## src/rtl/jtdd_prog_sdram.sv

```systemverilog
// jtdd_prog_sdram: buffers byte-wide download writes and replays them as masked 16-bit SDRAM writes
module jtdd_prog_sdram #(
  parameter int AW     = 22,
  parameter int DEPTHW = 2
) (
  input  logic          clk,
  input  logic          rst_n,
  input  logic          downloading,
  input  logic [AW-1:0] prog_addr,
  input  logic [7:0]    prog_data,
  input  logic [1:0]    prog_mask,
  input  logic          prog_we,
  output logic          prog_full,
  output logic          prog_ovf,
  output logic          sdram_req,
  output logic [AW-1:0] sdram_addr,
  output logic [15:0]   sdram_din,
  output logic [1:0]    sdram_dqm,
  input  logic          sdram_ack,
  output logic          dwnld_busy
);
  localparam int DEPTH = 1 << DEPTHW;
  typedef enum logic [1:0] {IDLE = 2'd0, REQ = 2'd1, GAP = 2'd2} state_t;
  state_t state, state_nx;
  logic [AW+9:0] mem [DEPTH];
  logic [AW+9:0] head;
  logic [DEPTHW-1:0] wr_ptr, rd_ptr;
  logic [DEPTHW:0] cnt, cnt_nx;
  logic push, pop, latch, dl_q;
  // fully masked writes carry no data, so they never occupy a slot
  assign push = prog_we & ~prog_full & (prog_mask != 2'b11);
  assign pop = (state == REQ) & sdram_ack;
  assign latch = (state == IDLE) & (cnt != '0);
  assign cnt_nx = cnt + {{DEPTHW{1'b0}}, push} - {{DEPTHW{1'b0}}, pop};
  assign head = mem[rd_ptr];
  always_ff @(posedge clk)
    if (push) mem[wr_ptr] <= {prog_addr, prog_data, prog_mask};
  always_ff @(posedge clk) begin
    if (!rst_n) begin
      wr_ptr <= '0;
      rd_ptr <= '0;
      cnt <= '0;
      prog_full <= 1'b0;
      prog_ovf <= 1'b0;
      dl_q <= 1'b0;
    end else begin
      wr_ptr <= wr_ptr + {{(DEPTHW-1){1'b0}}, push};
      rd_ptr <= rd_ptr + {{(DEPTHW-1){1'b0}}, pop};
      cnt <= cnt_nx;
      prog_full <= cnt_nx == (DEPTHW+1)'(DEPTH);
      prog_ovf <= (downloading & ~dl_q) ? 1'b0 : prog_ovf | (prog_we & prog_full);
      dl_q <= downloading;
    end
  end
  always_ff @(posedge clk) begin
    if (!rst_n) begin
      sdram_addr <= '0;
      sdram_din <= '0;
      sdram_dqm <= '0;
    end else if (latch) begin
      sdram_addr <= head[AW+9:10];
      sdram_din <= {head[9:2], head[9:2]};
      sdram_dqm <= head[1:0];
    end
  end
  always_ff @(posedge clk)
    state <= !rst_n ? IDLE : state_nx;
  always_comb
    state_nx = state == IDLE ? (cnt != '0 ? REQ : IDLE) :
               state == REQ  ? (sdram_ack ? GAP : REQ) : IDLE;
  always_comb begin
    sdram_req = state == REQ;
    dwnld_busy = downloading | (cnt != '0) | sdram_req;
  end
endmodule

```

## config.mk

```make
export PLATFORM = sky130hd
export DESIGN_NAME = jtdd_prog_sdram
export DESIGN_NICKNAME = d
export VERILOG_FILES = /design/src/rtl/jtdd_prog_sdram.sv
export SDC_FILE = /design/constraint.sdc
export NUM_CORES = 1
export LEC_CHECK = 0
export CAP_MARGIN = 20
export CELL_PAD_IN_SITES_DETAIL_PLACEMENT = 0
export CELL_PAD_IN_SITES_GLOBAL_PLACEMENT = 1
export CORE_MARGIN = 10
export CORE_UTILIZATION = 30
export CTS_BUF_LIST = sky130_fd_sc_hd__clkbuf_8
export CTS_CLUSTER_SIZE = 16
export DETAILED_ROUTE_END_ITERATION = 12
export PLACE_DENSITY_LB_ADDON = 0.1
export SYNTH_ARGS = -nofsm -noshare
export SYNTH_HDL_FRONTEND = slang
export SYNTH_SLANG_ARGS = --single-unit
```

## constraint.sdc

```tcl
create_clock -name clk -period 5.6 [get_ports clk]
set_input_delay 0.84 -clock clk [delete_from_list [all_inputs] [get_ports clk]]
set_output_delay 0.84 -clock clk [all_outputs]
set_load 0.03 [all_outputs]
```

==> results.tsv <==
stage	metric	value	unit
timing	rsz0062_at_grt	no	
power	power_frac_clock	25.0	%
timing	holdWs	0.475	ns
finish	seq_area	0.00473	mm^2
floorplan	core_area	0.0203	mm^2
synth	syn_nets	340	
floorplan	fp.dieArea	0.0269	mm^2
power	p_leak	2.48	nW
power	p_comb_share	29.1	%
synth	ys.flop_type	edfxtp_1	
timing	final_max_slew_viol_count	0	
clocking	clk_latency	0.45	ns
floorplan	die_h	164	um
detailed_routing	avgViaCountPerCell	4.48	
floorplan	ios	81	
global_route	grt_pass1_wl	19.7	mm
synth	syn_avg_cell_area	20.7	um^2
synth	synth.cell_area	0.00621	mm^2
global_route	grt_max_degree	34	
timing	fmax	0.333	GHz
worst_hold_path	worstHoldPathType	reg2reg	
synth	ys_seq_area_share	76.1	%
worst_setup_path	cp_max_fo	3	
finish	syn2layout_area_growth	23.6	%
timing	slew_headroom	35.8	%
global_route	grt_usage	9.91	%
flow_run	cap_violations	0	
clocking	cts-root-buf	clkbuf_8	
clocking	clock-sinks	172	
power	switchingPower	1.15	mW
detailed_routing	remaining_drc_errors	0	
finish	multiInputGateArea	0.00134	mm^2
clocking	cts.clk_slew.worst_paths	0.08	ns
detailed_routing	wl_per_cell	19.1	um
worst_setup_path	r2r-start	prog_full	
global_route	grt_pass1_vias	3270	
detailed_routing	wirelength	12.6	mm
finish	drive_gt1_share	18.6	%
detailed_routing	postRouteAntennaNets	0	
clocking	cts_hold_buf	0	
clocking	cts_buffer_depth	2	
placed_design	gp_congestion	0.669	
worst_hold_path	hp-start	dl_q	
clocking	cts_setup_buffers	0	
synth	synthCells	300	
timing	clock_skew	0.0106	ns
clocking	cts_resized	0	
finish	num-nets-final	420	
timing	finalSetupTns	0	ns
power	p_per_area	484	mW/mm^2
global_route	antenna_found_initial	0	
synth	synth_edf_count	128	
outcome	outcome	completed	
power	p_int	2.57	mW
floorplan	die_w	164	um
worst_setup_path	startpoint_type	primary input	
worst_setup_path	path_class	in2out	
timing	period_minus_slack	3.01	ns
finish	diodes	0	
timing	finalSetupViolCount	0	
global_route	overflow	0	
worst_setup_path	critPathCaptureType	output pin	
detailed_routing	vias	2973	
worst_setup_path	crit_path_start	downloading	
finish	fill_cells	1907	
synth	yosysWarnings	0	
timing	worst_pin_slew	0.962	ns
clocking	cts_tree	built	
timing	period_share	53.7	%
synth	synth-async-reset-ratio	0	%
floorplan	initial_core_util	30.6	%
synth	yosysUniqueCellTypes	32	
floorplan	rows	52	
clocking	cts_inserted_buffers	17	
power	peakVddDrop	0.262	mV
synth	synth_seq_cells	172	
placed_design	hpwl	7.71	mm
worst_setup_path	required	4.76	ns
power	seq_power_share	45.8	%
power	switching_share	31.0	%
worst_setup_path	cp.arrival	2.17	ns
detailed_routing	first_pass_iters	4	
detailed_routing	detail_route.iter0.violations	125	
clocking	htree_levels	4	
placed_design	io_buffer_count	80	
timing	hold_viol_final	0	
## placed cells by master (no fill, tap or decap), types with 2 or more instances in the layout
| cell type | netlist | routed |
|---|---|---|
| a211oi_1 | 2 | 2 |
| clkdlybuf4s50_1 | 0 | 80 |
| ha_1 | 2 | 2 |
| buf_4 | 8 | 4 |
| a22o_1 | 32 | 32 |
| clkinvlp_4 | 0 | 7 |
| edfxtp_1 | 128 | 128 |
| clkbuf_8 | 0 | 17 |
| mux4_1 | 4 | 4 |
| bufinv_16 | 0 | 4 |
| and3b_2 | 0 | 2 |
| inv_1 | 3 | 4 |
| mux4_2 | 28 | 28 |
| xnor2_1 | 3 | 3 |
| nor2_1 | 2 | 2 |
| dfxtp_1 | 44 | 42 |
| dfxtp_2 | 0 | 2 |
| and2_1 | 8 | 8 |
## metal layers
metal  track usage [%]  vias up  part of all wire (%)  routed length (um)
li1                  -     1367                     -                   -
met1              12.1     1535                    45                5740
met2              15.7       61                    48                6120
met3              3.68       10                   5.0                 632
met4              3.78        0                   1.2                 147
met5                 0        -                     0                   0
## sequential cells by signal (all words and copies together) (netlist names)
register / count
sdram_din: 8
rd_ptr: 2
wr_ptr: 2
prog_full: 1
sdram_dqm: 2
cnt: 3
prog_ovf: 1
mem: 128
dl_q: 1
state: 2
sdram_addr: 22
## worst max-delay path: stages
cell             delay (ns)
clkdlybuf4s50_1        0.52
nor2_1                 0.06
nand2_1                0.07
clkdlybuf4s50_1        0.67
## path summary, 6_finish.rpt
path | endpoint | slack [ns] | cells past startpoint
worst max register to register | prog_full | 3.30 | 7
worst min-delay path | prog_ovf | 0.47 | 2
worst min register to register | prog_ovf | 0.47 | 2
worst max-delay path | dwnld_busy | 2.59 | 4
## kinds of logic after synthesis
group / synth area share, %
adders and majority gates: 0.725
buffers and inverters: 2.70
and+or+nand+nor: 2.70
DFF: 76.1
AOI/OAI and AO/OA: 5.06
muxes: 11.8
xor gates and xnor gates: 0.927
## power groups by stage
| stage | clock network, mW | logic [mW] | registers, mW |
|---|---|---|---|
| floorplan | 0 | 0.508 | 1.92 |
| CTS | 0.965 | 1.12 | 1.71 |
| global route | 1.02 | 1.16 | 1.73 |
| finish | 0.930 | 1.08 | 1.70 |
| detailed placement | 0 | 1.11 | 1.74 |
| global placement | 0 | 1.11 | 1.73 |
## layout make-up
type,instances,area share (%)
Sequential cell,172,61.6
Multi-Input combinational cell,102,17.4
Clock buffer,17,3.05
Tap cell,270,4.40
Clock inverter,15,2.59
Timing Repair Buffer,84,10.8
Inverter,3,0.147
## per-stage QoR
stage / util, % / total power, mW / instance area, um^2 / std cells / setup WS (ns)
after floorplan: - / 2.43 / 6210 / 300 / 1.32
after global placement: 35.7 / 2.84 / 7240 / 631 / 2.23
after detailed placement: 35.7 / 2.85 / 7240 / 631 / 2.15
after CTS: 37.8 / 3.79 / 7680 / 663 / 2.57
after global routing: 37.8 / 3.92 / 7680 / 663 / 2.47
final: 37.8 / 3.72 / 7680 / 663 / 2.59
## Yosys cell counts, drive strengths merged, types with 2 or more instances
master	number	area (um^2)
a211oi	2	15.0
ha	2	25.0
dfxtp	44	881
nor3b	2	15.0
buf	20	145
mux4	32	736
nor2	2	7.51
and2	8	50.1
and3	2	12.5
and3b	2	17.5
nor3	2	20.0
xnor2	3	26.3
edfxtp	128	3840
inv	3	11.3
clkbuf	3	11.3
a22o	32	280
(Power assumes the default switching activity.)
